<file path="config.mk">
export PLATFORM = sky130hd
export DESIGN_NAME = spi_flash_responder
export DESIGN_NICKNAME = d
export VERILOG_FILES = /design/src/rtl/spi_flash_pkg.sv /design/src/rtl/spi_sync_edge.sv /design/src/rtl/spi_flash_responder.sv
export SDC_FILE = /design/constraint.sdc
export NUM_CORES = 1
export LEC_CHECK = 0
export BUFFER_PORTS_ARGS = -buffer_cell sky130_fd_sc_hd__buf_2
export CAP_MARGIN = 20
export CORE_AREA = 2 2 139 141
export CTS_CLUSTER_DIAMETER = 80
export DETAILED_ROUTE_END_ITERATION = 10
export DIE_AREA = 0 0 141 143
export PLACE_DENSITY = 0.53
export SYNTH_ARGS = -nofsm -noshare
export SYNTH_HDL_FRONTEND = slang
export SYNTH_HIERARCHICAL = 1
export SYNTH_SLANG_ARGS = --single-unit
</file>
<file path="constraint.sdc">
create_clock -name clock -period 4.1 [get_ports clock]
set_input_delay 0.82 -clock clock [delete_from_list [all_inputs] [get_ports clock]]
set_output_delay 0.82 -clock clock [all_outputs]
set_load 0.02 [all_outputs]
</file>
<file path="src/rtl/spi_flash_pkg.sv">
// -----------------------------------------------------------------------------
// spi_flash_pkg
//   Shared constants for the SPI flash responder: FSM state encodings,
//   accepted opcodes, counter widths and a small bit-select helper.
// -----------------------------------------------------------------------------
package spi_flash_pkg;

    // FSM state encodings (plain constants so legacy tools can consume them)
    localparam logic [2:0] ST_IDLE   = 3'd0;
    localparam logic [2:0] ST_CMD    = 3'd1;
    localparam logic [2:0] ST_ADDR   = 3'd2;
    localparam logic [2:0] ST_DUMMY  = 3'd3;
    localparam logic [2:0] ST_DATA   = 3'd4;
    localparam logic [2:0] ST_IGNORE = 3'd5;

    localparam logic [7:0] CMD_READ      = 8'h03;
    localparam logic [7:0] CMD_FAST_READ = 8'h0B;

    // One counter covers the 8 opcode bits, up to 32 address bits,
    // 8 dummy cycles and the 32 bit positions of a data word.
    localparam int BIT_CNT_W = 5;
    typedef logic [BIT_CNT_W-1:0] bit_cnt_t;

    // Bit 'idx' counted from the MSB: position 0 is word[31].
    function automatic logic word_bit(input logic [31:0] word, input bit_cnt_t idx);
        return word[~idx];
    endfunction

endpackage

</file>
<file path="src/rtl/spi_sync_edge.sv">
// -----------------------------------------------------------------------------
// spi_sync_edge
//   STAGES-flop synchronizer for one asynchronous pin followed by an edge
//   detector. rise_o / fall_o are registered one-cycle pulses, so a pin edge
//   shows up as a pulse STAGES+1 clock cycles later.
// Ports
//   clock   in  system clock
//   resetn  in  asynchronous active-low reset (chain reset to RESET_VAL)
//   d_i     in  asynchronous pin
//   rise_o  out one-cycle pulse on a synchronized 0->1 transition
//   fall_o  out one-cycle pulse on a synchronized 1->0 transition
// -----------------------------------------------------------------------------
module spi_sync_edge #(
    parameter int   STAGES    = 2,
    parameter logic RESET_VAL = 1'b0
) (
    input  logic clock,
    input  logic resetn,
    input  logic d_i,
    output logic rise_o,
    output logic fall_o
);

    logic [STAGES-1:0] sync_q;
    logic              prev_q;
    logic              rise_q;
    logic              fall_q;

    // NOTE: sequential state is always assigned with <= so every flop samples
    // the values from before the clock edge, independent of statement order.
    always_ff @(posedge clock or negedge resetn) begin
        if (!resetn) begin
            sync_q <= {STAGES{RESET_VAL}};
            prev_q <= RESET_VAL;
            rise_q <= 1'b0;
            fall_q <= 1'b0;
        end else begin
            sync_q <= {sync_q[STAGES-2:0], d_i};
            prev_q <= sync_q[STAGES-1];
            rise_q <= sync_q[STAGES-1] & ~prev_q;
            fall_q <= ~sync_q[STAGES-1] & prev_q;
        end
    end

    assign rise_o = rise_q;
    assign fall_o = fall_q;

endmodule

</file>
<file path="src/rtl/spi_flash_responder.sv">
// -----------------------------------------------------------------------------
// spi_flash_responder
//   SPI mode-0 flash stand-in. Decodes READ (opcode + 24-bit address, MSB
//   first) and streams 32-bit words fetched from a backing-memory port on
//   miso for as long as ss stays low. All SPI pins are oversampled by clock,
//   which must run at least 4x sck.
//   Build option: define FAST_READ_EN to also accept 0x0B (FAST READ) with
//   8 dummy sck cycles between the address and the data.
// Ports
//   clock, resetn     system clock, asynchronous active-low reset
//   spi_sck/ss/mosi   SPI inputs from the master (sck idles low, ss active low)
//   spi_miso          SPI output, 1 whenever no data bit is being driven
//   mem_req/mem_addr  word read request and byte address ([1:0] always 0)
//   mem_ack/mem_rdata one-cycle completion strobe with its data word
//   underrun          sticky: a word had to start before its data arrived
//   busy              ss low and a command is being handled
// -----------------------------------------------------------------------------
module spi_flash_responder
    import spi_flash_pkg::*;
#(
    parameter int         SYNC_STAGES = 2,
    parameter logic [7:0] READ_CMD    = CMD_READ,
    parameter int         AW          = 24
) (
    input  logic          clock,
    input  logic          resetn,
    input  logic          spi_sck,
    input  logic          spi_ss,
    input  logic          spi_mosi,
    output logic          spi_miso,
    output logic          mem_req,
    output logic [AW-1:0] mem_addr,
    input  logic          mem_ack,
    input  logic [31:0]   mem_rdata,
    output logic          underrun,
    output logic          busy
);

    logic sck_rise;
    logic sck_fall;
    logic ss_rise;
    logic ss_fall;

    spi_sync_edge #(.STAGES(SYNC_STAGES), .RESET_VAL(1'b0)) u_sck_sync (
        .clock  (clock),
        .resetn (resetn),
        .d_i    (spi_sck),
        .rise_o (sck_rise),
        .fall_o (sck_fall)
    );

    spi_sync_edge #(.STAGES(SYNC_STAGES), .RESET_VAL(1'b1)) u_ss_sync (
        .clock  (clock),
        .resetn (resetn),
        .d_i    (spi_ss),
        .rise_o (ss_rise),
        .fall_o (ss_fall)
    );

    // mosi gets one stage more than the edge detectors have before their
    // output flop, so the bit seen with a rise pulse is the one sampled at
    // the same clock edge that first saw sck high.
    logic [SYNC_STAGES:0] mosi_sync_q;
    logic                 mosi_bit;

    always_ff @(posedge clock or negedge resetn) begin
        if (!resetn) mosi_sync_q <= '0;
        else         mosi_sync_q <= {mosi_sync_q[SYNC_STAGES-1:0], spi_mosi};
    end

    assign mosi_bit = mosi_sync_q[SYNC_STAGES];

    // ------------------------------------------------------------------ state
    logic [2:0]    state_q,      state_d;
    bit_cnt_t      bit_cnt_q,    bit_cnt_d;
    logic [AW-1:0] shift_q,      shift_d;
    logic          first_word_q, first_word_d;
    logic [31:0]   tx_q,         tx_d;
    logic          miso_q,       miso_d;
    logic          req_q,        req_d;
    logic [AW-1:0] mem_addr_q,   mem_addr_d;
    logic [AW-1:0] next_addr_q,  next_addr_d;
    logic          pend_q,       pend_d;     // a word fetch is wanted
    logic          drop_q,       drop_d;     // outstanding fetch belongs to a dead transfer
    logic [31:0]   buf_q,        buf_d;      // one-entry prefetch buffer
    logic          buf_valid_q,  buf_valid_d;
    logic          underrun_q,   underrun_d;
`ifdef FAST_READ_EN
    logic          fast_q,       fast_d;
    logic [1:0]    byte_off_q,   byte_off_d;
`endif

    logic [7:0]    rx_byte;
    logic [AW-1:0] rx_addr;
    logic          word_start;
    logic [31:0]   load_word;
    logic [31:0]   cur_word;
    logic          ack_fill;

    always_comb begin
        // NOTE: every variable gets its default here first; a path that left
        // one unassigned would infer a latch.
        state_d      = state_q;
        bit_cnt_d    = bit_cnt_q;
        shift_d      = shift_q;
        first_word_d = first_word_q;
        tx_d         = tx_q;
        miso_d       = miso_q;
        req_d        = req_q;
        mem_addr_d   = mem_addr_q;
        next_addr_d  = next_addr_q;
        pend_d       = pend_q;
        drop_d       = drop_q;
        buf_d        = buf_q;
        buf_valid_d  = buf_valid_q;
        underrun_d   = underrun_q;
`ifdef FAST_READ_EN
        fast_d       = fast_q;
        byte_off_d   = byte_off_q;
`endif

        rx_byte    = {shift_q[6:0], mosi_bit};
        rx_addr    = {shift_q[AW-2:0], mosi_bit};
        // The first word may begin mid-word (unaligned start address).
        word_start = first_word_q || (bit_cnt_q == '0);
        load_word  = buf_valid_q ? buf_q : 32'hFFFF_FFFF;
        cur_word   = word_start ? load_word : tx_q;
        ack_fill   = req_q && mem_ack && !drop_q;

        // Memory handshake completion
        if (req_q && mem_ack) begin
            req_d  = 1'b0;
            drop_d = 1'b0;
        end
        if (ack_fill) begin
            buf_d       = mem_rdata;
            buf_valid_d = 1'b1;
        end

        // Launch a fetch only into an empty buffer with nothing in flight;
        // checking req_q also guarantees req is low for a cycle after ack.
        if (pend_q && !req_q && !buf_valid_q && !ss_rise) begin
            req_d       = 1'b1;
            mem_addr_d  = next_addr_q;
            next_addr_d = next_addr_q + AW'(4);
            pend_d      = 1'b0;
        end

        if (ss_rise) begin
            // End of transfer beats any sck edge seen in the same cycle.
            state_d     = ST_IDLE;
            bit_cnt_d   = '0;
            miso_d      = 1'b1;
            pend_d      = 1'b0;
            buf_valid_d = 1'b0;
            if (req_q && !mem_ack) drop_d = 1'b1;
        end else begin
            case (state_q)
                ST_IDLE: begin
                    if (ss_fall) begin
                        state_d   = ST_CMD;
                        bit_cnt_d = '0;
`ifdef FAST_READ_EN
                        fast_d    = 1'b0;
`endif
                    end
                end

                ST_CMD: begin
                    if (sck_rise) begin
                        shift_d   = rx_addr;
                        bit_cnt_d = bit_cnt_q + 1'b1;
                        if (bit_cnt_q == bit_cnt_t'(7)) begin
                            bit_cnt_d = '0;
                            if (rx_byte == READ_CMD) begin
                                state_d = ST_ADDR;
                            end
`ifdef FAST_READ_EN
                            else if (rx_byte == CMD_FAST_READ) begin
                                state_d = ST_ADDR;
                                fast_d  = 1'b1;
                            end
`endif
                            else begin
                                state_d = ST_IGNORE;
                            end
                        end
                    end
                end

                ST_ADDR: begin
                    if (sck_rise) begin
                        shift_d   = rx_addr;
                        bit_cnt_d = bit_cnt_q + 1'b1;
                        if (bit_cnt_q == bit_cnt_t'(AW - 1)) begin
                            next_addr_d  = {rx_addr[AW-1:2], 2'b00};
                            pend_d       = 1'b1;
                            first_word_d = 1'b1;
                            // Start the first word at the addressed byte.
                            bit_cnt_d    = {rx_addr[1:0], 3'b000};
                            state_d      = ST_DATA;
`ifdef FAST_READ_EN
                            byte_off_d   = rx_addr[1:0];
                            if (fast_q) begin
                                bit_cnt_d = '0;
                                state_d   = ST_DUMMY;
                            end
`endif
                        end
                    end
                end

`ifdef FAST_READ_EN
                ST_DUMMY: begin
                    if (sck_rise) begin
                        bit_cnt_d = bit_cnt_q + 1'b1;
                        if (bit_cnt_q == bit_cnt_t'(7)) begin
                            bit_cnt_d = {byte_off_q, 3'b000};
                            state_d   = ST_DATA;
                        end
                    end
                end
`endif

                ST_DATA: begin
                    if (sck_fall) begin
                        miso_d       = word_bit(cur_word, bit_cnt_q);
                        bit_cnt_d    = bit_cnt_q + 1'b1;
                        first_word_d = 1'b0;
                        if (word_start) begin
                            tx_d        = load_word;
                            // A same-cycle ack refills the buffer for the next word.
                            buf_valid_d = ack_fill;
                            pend_d      = 1'b1;
                            if (!buf_valid_q) underrun_d = 1'b1;
                        end
                    end
                end

                ST_IGNORE: begin
                    miso_d = 1'b1;
                end

                default: begin
                    state_d = ST_IDLE;
                end
            endcase
        end
    end

    always_ff @(posedge clock or negedge resetn) begin
        if (!resetn) begin
            state_q      <= ST_IDLE;
            bit_cnt_q    <= '0;
            shift_q      <= '0;
            first_word_q <= 1'b0;
            tx_q         <= '0;
            miso_q       <= 1'b1;
            req_q        <= 1'b0;
            mem_addr_q   <= '0;
            next_addr_q  <= '0;
            pend_q       <= 1'b0;
            drop_q       <= 1'b0;
            buf_q        <= '0;
            buf_valid_q  <= 1'b0;
            underrun_q   <= 1'b0;
`ifdef FAST_READ_EN
            fast_q       <= 1'b0;
            byte_off_q   <= '0;
`endif
        end else begin
            state_q      <= state_d;
            bit_cnt_q    <= bit_cnt_d;
            shift_q      <= shift_d;
            first_word_q <= first_word_d;
            tx_q         <= tx_d;
            miso_q       <= miso_d;
            req_q        <= req_d;
            mem_addr_q   <= mem_addr_d;
            next_addr_q  <= next_addr_d;
            pend_q       <= pend_d;
            drop_q       <= drop_d;
            buf_q        <= buf_d;
            buf_valid_q  <= buf_valid_d;
            underrun_q   <= underrun_d;
`ifdef FAST_READ_EN
            fast_q       <= fast_d;
            byte_off_q   <= byte_off_d;
`endif
        end
    end

    assign spi_miso = miso_q;
    assign mem_req  = req_q;
    assign mem_addr = mem_addr_q;
    assign underrun = underrun_q;
    assign busy     = (state_q != ST_IDLE);

endmodule

</file>
==> impl_metrics.tcl, run 1 <==
set metrics [dict create \
    fin_crit_ns 2.98 \
    worst_slack_ns 1.12 \
    dpl_worst_slack_ns 1.16 \
    end_kind "flop" \
    synth_seq_cells 159 \
    rsz0062_at_grt "false" \
    setup_violations 0 \
    cts_sinks 159 \
    ys_types 61 \
    path_max_fanout 34 \
    outcome "completed" \
    cts_inserted_buffers 17 \
    drt_pass1_iterations 4 \
    yosysMostFrequentCell "dfrtp_1" \
    fillers 1731 \
    timing_hold_violations_final 0 \
    worstHoldPathType "flop to flop" \
    initial_core_util_pct 39.7 \
    yosysTopAreaCell "dfrtp_1" \
    synth_area_leaders "dfrtp_1, mux2_2, o21ai_0, nand2_1, nor2b_1" \
    critPathLaunchType "flop" \
    yosys_warnings 6 \
    areaGrowthSynthToFinish_pct 15.1 \
    synth_edf_count 0 \
    grt_pass1_vias 5124 \
    hold_buffers 0 \
    ios 66 \
    crit_type "flop to flop" \
    synthTopCellsByCount "dfrtp_1, mux2_2, nand2_1, o21ai_0, nor2b_1" \
    clk-insertion-delay-late_ns 0.43 \
    num_rows 50 \
    fin_skew_ns 0.00987 \
    fin_cells 959 \
    dp_cells 928 \
    p_leak_nw 3.85 \
    vias 4974 \
    portBuffers 63 \
    drt_iter0_drc 246 \
    ant_nets 0 \
    synth-seq-area-share_pct 54.0 \
    cts_max_path_buffers 2 \
    maxSlewViolCount 0 \
    overflow 0 \
    multi_input_area_um2 3160 \
    antenna_found_initial 0 \
    synth_top_area_share_pct 52.6 \
    ctsResizeCount 0 \
    synth_ff_type "dfrtp_1" \
    route.detailed.drc 0 \
    drive_above_1_share_pct 28.3 \
    antenna_cells 0 \
    grt_pass1_wl_um 26000 \
    routed_via_density 5.19 \
    final.period_utilization_pct 72.6 \
    cap_viol_max_count 0 \
    die_h_um 143 \
    grt_max_degree 85 \
    final_nets 754 \
    regArea_um2 3980 \
    htreeDepth 4 \
    gp_congestion 0.859 \
    power_w 0.00511 \
    routedWlPerCell_um 16.0 \
    postLayoutCoreUtil_pct 45.7 \
    worst_slew_pin_slew_ns 1.03 \
    die_area_um2 20200 \
    cts_setup_buffers 0 \
    syn_area_per_cell_um2 11.1 \
    hpwl_um 10500 \
    core_um2 18600 \
    slew_headroom_pct 31.2 \
    clock.fmax_mhz 336 \
    clkTransAtPathRegs_ns 0.06 \
    syn_area_um2 7380 \
    cts_tree "yes" \
    ir_drop_uv 370 \
    gr-usage-all-layers_pct 16.3 \
    cp.arrival_ns 3.28 \
    syn_inst 663 \
    fin_setup_tns_ns 0 \
    fp.dieW_um 141 \
    routed_wl_um 15300 \
    cp.required_ns 4.41 \
    synthArstFlopShare_pct 100 \
    power_density_nw_per_um2 602 \
    cts-root-buf "clkbuf_16" \
]
==> power breakdown <==
part / switching (W) / leakage, nW / total, W / internal (W)
combinational: 0.000583 / 1.50 / 0.00117 / 0.000585
clock: 0.000668 / 0.290 / 0.00163 / 0.000967
sequential: 0.000338 / 2.06 / 0.00231 / 0.00197
==> cell usage in the layout (no fill, tap or decap), types with 10 or more instances in the layout <==
cell	n
clkbuf_16	17
o21ai_0	64
nor2b_1	40
nor3_1	10
a21oi_1	10
nand3_1	16
xor2_1	15
nor2_1	22
dfrtp_1	155
mux2_2	81
buf_2	62
inv_1	11
nand2_1	76
==> logic make-up after synthesis <==
logic type	share of synthesized area (%)
adder cells (fa/ha/maj)	0.509
AND/OR/NAND/NOR	15.0
buffers and inverters	3.32
flip-flops	54.0
XOR/XNOR	2.85
AO/OA/AOI/OAI	9.80
other	0.0508
multiplexers	14.5
==> metrics by stage <==
step                      hold slack (ns)  area (um^2)
after global placement              0.334         7880
after CTS                           0.349         8490
after global routing                0.362         8490
after floorplan                     0.331         7380
after detailed placement            0.336         7880
final                               0.344         8490
==> worst max-delay path, stage by stage (launching register included) <==
cell and delay, ns:
dfrtp_1 0.36, buf_4 0.22, inv_1 0.17, ha_1 0.17, nor4b_4 0.62, or2_1 0.59, nand2_1 0.14, buf_4 0.26
mux2_2 0.30
==> layer usage <==
| layer | vias to the layer above | global-route usage (%) | wire length, um |
|---|---|---|---|
| li1 | 2427 | - | - |
| met1 | 2450 | 20.1 | 6910 |
| met2 | 80 | 28.7 | 7800 |
| met3 | 17 | 3.02 | 366 |
| met4 | 0 | 6.26 | 234 |
| met5 | - | 0 | 0 |
==> registers in the layout (all words and copies together), names as in the netlist, 2 cells and up <==
| register | cells |
|---|---|
| u_sck_sync/sync_q | 2 |
| u_ss_sync/sync_q | 2 |
| bit_cnt_q | 5 |
| next_addr_q | 22 |
| state_q | 3 |
| mosi_sync_q | 3 |
| tx_q | 32 |
| shift_q | 23 |
| buf_q | 32 |
| mem_addr | 22 |
==> final timing paths <==
check | slack, ns | cells after the start | start | end
hold reg to reg | 0.34 | 0 | mosi_sync_q[1] | mosi_sync_q[2]
max in group asynchronous | 2.83 | 2 | resetn | spi_miso
hold / removal | 0.34 | 0 | mosi_sync_q[1] | mosi_sync_q[2]
min in group asynchronous | 0.44 | 1 | resetn | mem_addr[19]
setup reg to reg | 1.12 | 8 | bit_cnt_q[1] | tx_q[27]
setup / recovery | 1.12 | 8 | bit_cnt_q[1] | tx_q[27]
==> layout make-up <==
class	instances	area share, %
clock buffer	17	5.01
clock inverter	14	2.17
inverter	11	0.486
sequential	159	46.9
tap	234	3.45
timing repair buffer	73	4.82
multi-input combinational	451	37.2
(Power assumes the default switching activity.)
==> inputs of run 2 (changes only) <==
Settings changed: ABC_AREA set to 1, CORE_AREA 2 2 139 141 to 2 2 141 143, DIE_AREA 0 0 141 143 to 0 0 143 145.
Clock period 4.1 ns to 2.8 ns, I/O delays scaled along.
==> impl_metrics.tcl, run 2 <==
set metrics [dict create \
    outcome "completed" \
    die_h_um 145 \
    worst_slew_pin_slew_ns 0.913 \
    grt_pass1_wl_um 30000 \
    synthMuxAreaShare_pct 4.03 \
    crit_type "flop to flop" \
    cts_max_path_buffers 2 \
    timing_hold_violations_final 0 \
    cts_inserted_buffers 17 \
    cp.required_ns 3.16 \
    rsz0062_at_grt "false" \
    num_rows 51 \
    dpl_worst_slack_ns 0.432 \
    power_density_nw_per_um2 888 \
    reg2reg_depth 13 \
    routed_via_density 4.83 \
    crit_family "simple AND/OR/NAND/NOR gates" \
    hpwl_um 12500 \
    path_max_fanout 25 \
    gr-usage-all-layers_pct 18.3 \
    drt_pass1_iterations 4 \
    critPathLaunchType "flop" \
    synth_area_leaders "dfrtp_1, nand2_1, nand3_1, nor2_1, inv_1" \
    worst_slack_ns 0.411 \
    multi_input_area_um2 2990 \
    htreeDepth 4 \
    syn_area_per_cell_um2 8.58 \
    ir_drop_uv 581 \
    syn_inst 879 \
    synth_seq_cells 159 \
    timing.rr.end "spi_miso" \
    synth_top_area_share_pct 51.4 \
    cp.arrival_ns 2.75 \
    end_kind "flop" \
    reg_top3 "buf_q (32), tx_q (32), shift_q (23)" \
    critPathBufInv 2 \
    mostFrequentLayoutCell "nand2_1" \
    areaGrowthSynthToFinish_pct 15.6 \
    dp_cells 1186 \
    setup_violations 0 \
    fillers 1872 \
    hold_buffers 0 \
    regArea_um2 3980 \
    syn_area_um2 7550 \
    grt_pass1_vias 5876 \
    fin_cells 1218 \
    ctsResizeCount 0 \
    portBuffers 63 \
    worstPathCellList "inv_1 -> nor2_1 -> nand2_1 -> nand2_1 -> nor2_1 -> nor2_1 -> nand2_1 -> nand3_1 -> nand2_1 -> nand2_1 -> nand3_1 -> nand2_1 -> inv_1" \
    slew_headroom_pct 39.1 \
    fin_setup_tns_ns 0 \
    vias 5880 \
    hold_ws_ns 0.108 \
    routedWlPerCell_um 14.7 \
    clkTransAtPathRegs_ns 0.07 \
    yosysMostFrequentCell "nand2_1" \
    crit_slowest_cell "dfrtp_1" \
    synthSimpleGateAreaFrac_pct 23.7 \
    fp.dieW_um 143 \
    ys_types 41 \
    route.detailed.drc 0 \
    critPathMostFrequentCell "nand2_1" \
    synth_ff_type "dfrtp_1" \
    final_nets 981 \
    synth_xor_area_share_pct 1.51 \
    slowest_delay_ns 0.69 \
    ant_nets 0 \
    fin_skew_ns 0.00970 \
    cts_sinks 159 \
    antenna_found_initial 0 \
    r2r-start "buf_valid_q" \
    drive_above_1_share_pct 17.3 \
    initial_core_util_pct 39.3 \
    dpl_cell_area_um2 8150 \
    yosys_warnings 6 \
    drt_iter0_drc 370 \
    gp_congestion 0.831 \
    antenna_cells 0 \
    clock.fmax_mhz 419 \
    cts_setup_buffers 0 \
    synth-seq-area-share_pct 52.8 \
    worstHoldPathType "primary input to asynchronous set/reset pin" \
    synth_compound_area_share_pct 9.77 \
    synth_edf_count 0 \
    synthTopCellsByCount "nand2_1, dfrtp_1, nor2_1, inv_1, nand3_1" \
    routed_wl_um 17800 \
    core_um2 19200 \
    synth_top_family_by_area "simple AND/OR/NAND/NOR gates" \
    cts-root-buf "clkbuf_16" \
    fin_crit_ns 2.39 \
    synth_fa_ha_area_share_pct 0.497 \
    final.period_utilization_pct 85.3 \
    grt_max_degree 58 \
    cap_viol_max_count 0 \
    design_area_um2 8720 \
    die_area_um2 20700 \
    overflow 0 \
    most-common-layout-cells "nand2_1, dfrtp_1, nor2_1" \
    yosysTopAreaCell "dfrtp_1" \
    maxSlewViolCount 0 \
    rrSetupSlack_ns 0.41 \
    ios 66 \
    synthArstFlopShare_pct 100 \
    clk-insertion-delay-late_ns 0.43 \
    p_leak_nw 4.19 \
    cts_tree "yes" \
]
## run 2: cell types whose count changed in the layout (fill, tap and decap cells not counted), sizes merged, moves of 40 or more
| cell | delta |
|---|---|
| inv | +79 |
| mux2 | -54 |
| nand2 | +109 |
| nand3 | +61 |
| nor2 | +84 |
| nor2b | -40 |
## run 2: worst max path at each step
stage / start / end / slack [ns] / depth (start not counted)
after CTS: buf_valid_q / spi_miso / 0.40 / 13
after floorplan: bit_cnt_q[1] / spi_miso / 0.76 / 19
after detailed placement: buf_valid_q / spi_miso / 0.43 / 13
after global routing: buf_valid_q / spi_miso / 0.10 / 13
after global placement: buf_valid_q / spi_miso / 0.41 / 13
final: buf_valid_q / spi_miso / 0.41 / 13
## run 2: per-stage QoR
step           util, %  power [W]
5_1_grt           45.4    0.00831
6_report          45.4    0.00775
4_1_cts           45.4    0.00785
3_3_place_gp      42.4    0.00552
3_5_place_dp      42.4    0.00554
2_1_floorplan        -    0.00492
## run 2: layout make-up
class	count	area share, %
Inverter	95	4.10
Tap cell	265	3.80
Timing Repair Buffer	80	5.58
Sequential cell	159	45.7
Clock buffer	21	5.39
Clock inverter	11	1.22
Multi-Input combinational cell	587	34.2
## run 2: cells by family after synthesis
kind of cell,count (synthesis)
adder cells (fa/ha/maj),3
AND/OR/NAND/NOR,404
AO/OA/AOI/OAI,138
multiplexers,27
flip-flops,159
XOR/XNOR,13
buffers and inverters,134
other,1
## run 2: layer usage
| layer | track usage (%) | wire (um) | up-vias | share of wire [%] |
|---|---|---|---|---|
| li1 | - | - | 2981 | - |
| met1 | 24.8 | 8560 | 2797 | 48 |
| met2 | 29.4 | 8500 | 84 | 48 |
| met3 | 3.80 | 524 | 18 | 2.9 |
| met4 | 6.14 | 259 | 0 | 1.5 |
| met5 | 0 | 0 | - | 0 |
## run 2: where the power goes
group | internal (W) | total [W] | switching [W]
Combinational | 0.000797 | 0.00213 | 0.00134
Sequential | 0.00297 | 0.00336 | 0.000391
Clock | 0.00130 | 0.00226 | 0.000957
## run 2: worst reg2reg max path: stages (launching register included)
cell     delay (ns)
dfrtp_1        0.69
inv_1          0.54
nor2_1         0.22
nand2_1        0.10
nand2_1        0.12
nor2_1         0.06
nor2_1         0.19
nand2_1        0.08
nand3_1        0.08
nand2_1        0.05
nand2_1        0.05
nand3_1        0.06
nand2_1        0.06
inv_1          0.04
==> inputs of run 3 (changes only) <==
Settings changed: REMOVE_ABC_BUFFERS set to 1.
==> impl_metrics.tcl, run 3 (same netlist as run 2, synthesis figures left out) <==
set metrics [dict create \
    ctsResizeCount 0 \
    worst_slew_pin_slew_ns 0.617 \
    cts_max_path_buffers 2 \
    final_nets 983 \
    initial_core_util_pct 39.3 \
    cts_sinks 159 \
    slew_headroom_pct 58.9 \
    gp_congestion 0.859 \
    cp.arrival_ns 2.64 \
    crit_type "flop to flop" \
    crit_slowest_cell "dfrtp_1" \
    mostFrequentLayoutCell "nand2_1" \
    antenna_cells 0 \
    routed_via_density 4.77 \
    vias 5818 \
    drt_iter0_drc 353 \
    route.detailed.drc 0 \
    end_kind "flop" \
    rsz0062_at_grt "false" \
    postLayoutCoreUtil_pct 45.5 \
    routed_wl_um 17400 \
    power_density_nw_per_um2 882 \
    most-common-layout-cells "nand2_1, dfrtp_1, nor2_1" \
    ir_drop_uv 387 \
    critPathLaunchType "flop" \
    cap_viol_max_count 0 \
    clk-insertion-delay-late_ns 0.43 \
    routedWlPerCell_um 14.3 \
    cts_inserted_buffers 17 \
    num_rows 51 \
    grt_max_degree 55 \
    drt_pass1_iterations 5 \
    cts_setup_buffers 0 \
    slowest_delay_ns 0.48 \
    p_leak_nw 4.20 \
    path_max_fanout 18 \
    die_h_um 145 \
    fin_crit_ns 2.28 \
    fin_setup_tns_ns 0 \
    fin_cells 1220 \
    htreeDepth 4 \
    power_w 0.00771 \
    setup_violations 0 \
    critPathMostFrequentCell "nand2_1" \
    worstHoldPathType "primary input to asynchronous set/reset pin" \
    cts-root-buf "clkbuf_16" \
    overflow 0 \
    reg_top3 "buf_q (32), tx_q (32), shift_q (23)" \
    final.period_utilization_pct 81.5 \
    gr-usage-all-layers_pct 17.8 \
    areaGrowthSynthToFinish_pct 15.7 \
    ios 66 \
    core_um2 19200 \
    ant_nets 0 \
    clkTransAtPathRegs_ns 0.06 \
    die_area_um2 20700 \
    fin_skew_ns 0.0114 \
    antenna_found_initial 0 \
    hpwl_um 12100 \
    cts_tree "yes" \
    portBuffers 63 \
    timing_hold_violations_final 0 \
    dp_cells 1188 \
    clock.fmax_mhz 438 \
    fp.dieW_um 143 \
    drive_above_1_share_pct 17.3 \
    hold_buffers 0 \
    worstPathCellList "clkinv_1 -> ha_1 -> inv_1 -> nor2_2 -> nand2_2 -> buf_4 -> nand3_1 -> nand3_1 -> nand2_1 -> nor2_1 -> nand2_1 -> nand3_1 -> nand2_1 -> nand2_1 -> nand3_1 -> nand2_1 -> inv_1" \
    grt_pass1_wl_um 29100 \
    grt_pass1_vias 5732 \
    outcome "completed" \
    cp.required_ns 3.16 \
    maxSlewViolCount 0 \
]
[run 3: per-stage QoR]
stage / hold slack [ns] / setup WS [ns] / cell area (um^2)
after global routing: 0.124 / 0.268 / 8730
after global placement: 0.334 / 0.589 / 8180
after floorplan: 0.264 / 0.428 / 7330
after CTS: 0.112 / 0.504 / 8730
after detailed placement: 0.335 / 0.556 / 8180
final: 0.0924 / 0.518 / 8730
[run 3: final timing paths]
check,slack (ns),depth (start not counted),to,from
max,0.52,17,spi_miso,bit_cnt_q[0]
min reg2reg,0.34,0,u_sck_sync/sync_q[1],u_sck_sync/sync_q[0]
min,0.09,1,buf_q[20],resetn
max in group asynchronous,2.04,2,u_ss_sync/sync_q[0],resetn
min in group clock,0.23,1,u_ss_sync/sync_q[0],spi_ss
max reg2reg,0.52,17,spi_miso,bit_cnt_q[0]
[run 3: final cells by class]
cell class	instances	area [um^2]
Tap cell	265	332
Inverter	95	358
Sequential cell	159	3980
Clock buffer	21	450
Fill cell	1896	10500
Clock inverter	11	108
Timing Repair Buffer	82	514
Multi-Input combinational cell	587	2990
[run 3: routing by layer]
metal / routed length (um) / GRT usage (%)
met5: 0 / 0
met4: 223 / 4.95
met3: 472 / 4.16
met2: 8400 / 29.0
met1: 8340 / 23.7
[run 3: worst max-delay path, delay by kind of cell (launching register included)]
family / cells / cell delay (ns)
flip-flops: 1 / 0.48
AND/OR/NAND/NOR: 12 / 1.01
adder cells (fa/ha/maj): 1 / 0.21
buffers and inverters: 4 / 0.52
[run 3: power breakdown]
group / total (W) / switching, W / leakage (nW) / internal (W)
registers: 0.00336 / 0.000389 / 1.98 / 0.00297
logic: 0.00213 / 0.00131 / 1.95 / 0.000821
clock network: 0.00221 / 0.000959 / 0.268 / 0.00126
total: 0.00771 / 0.00266 / 4.20 / 0.00505
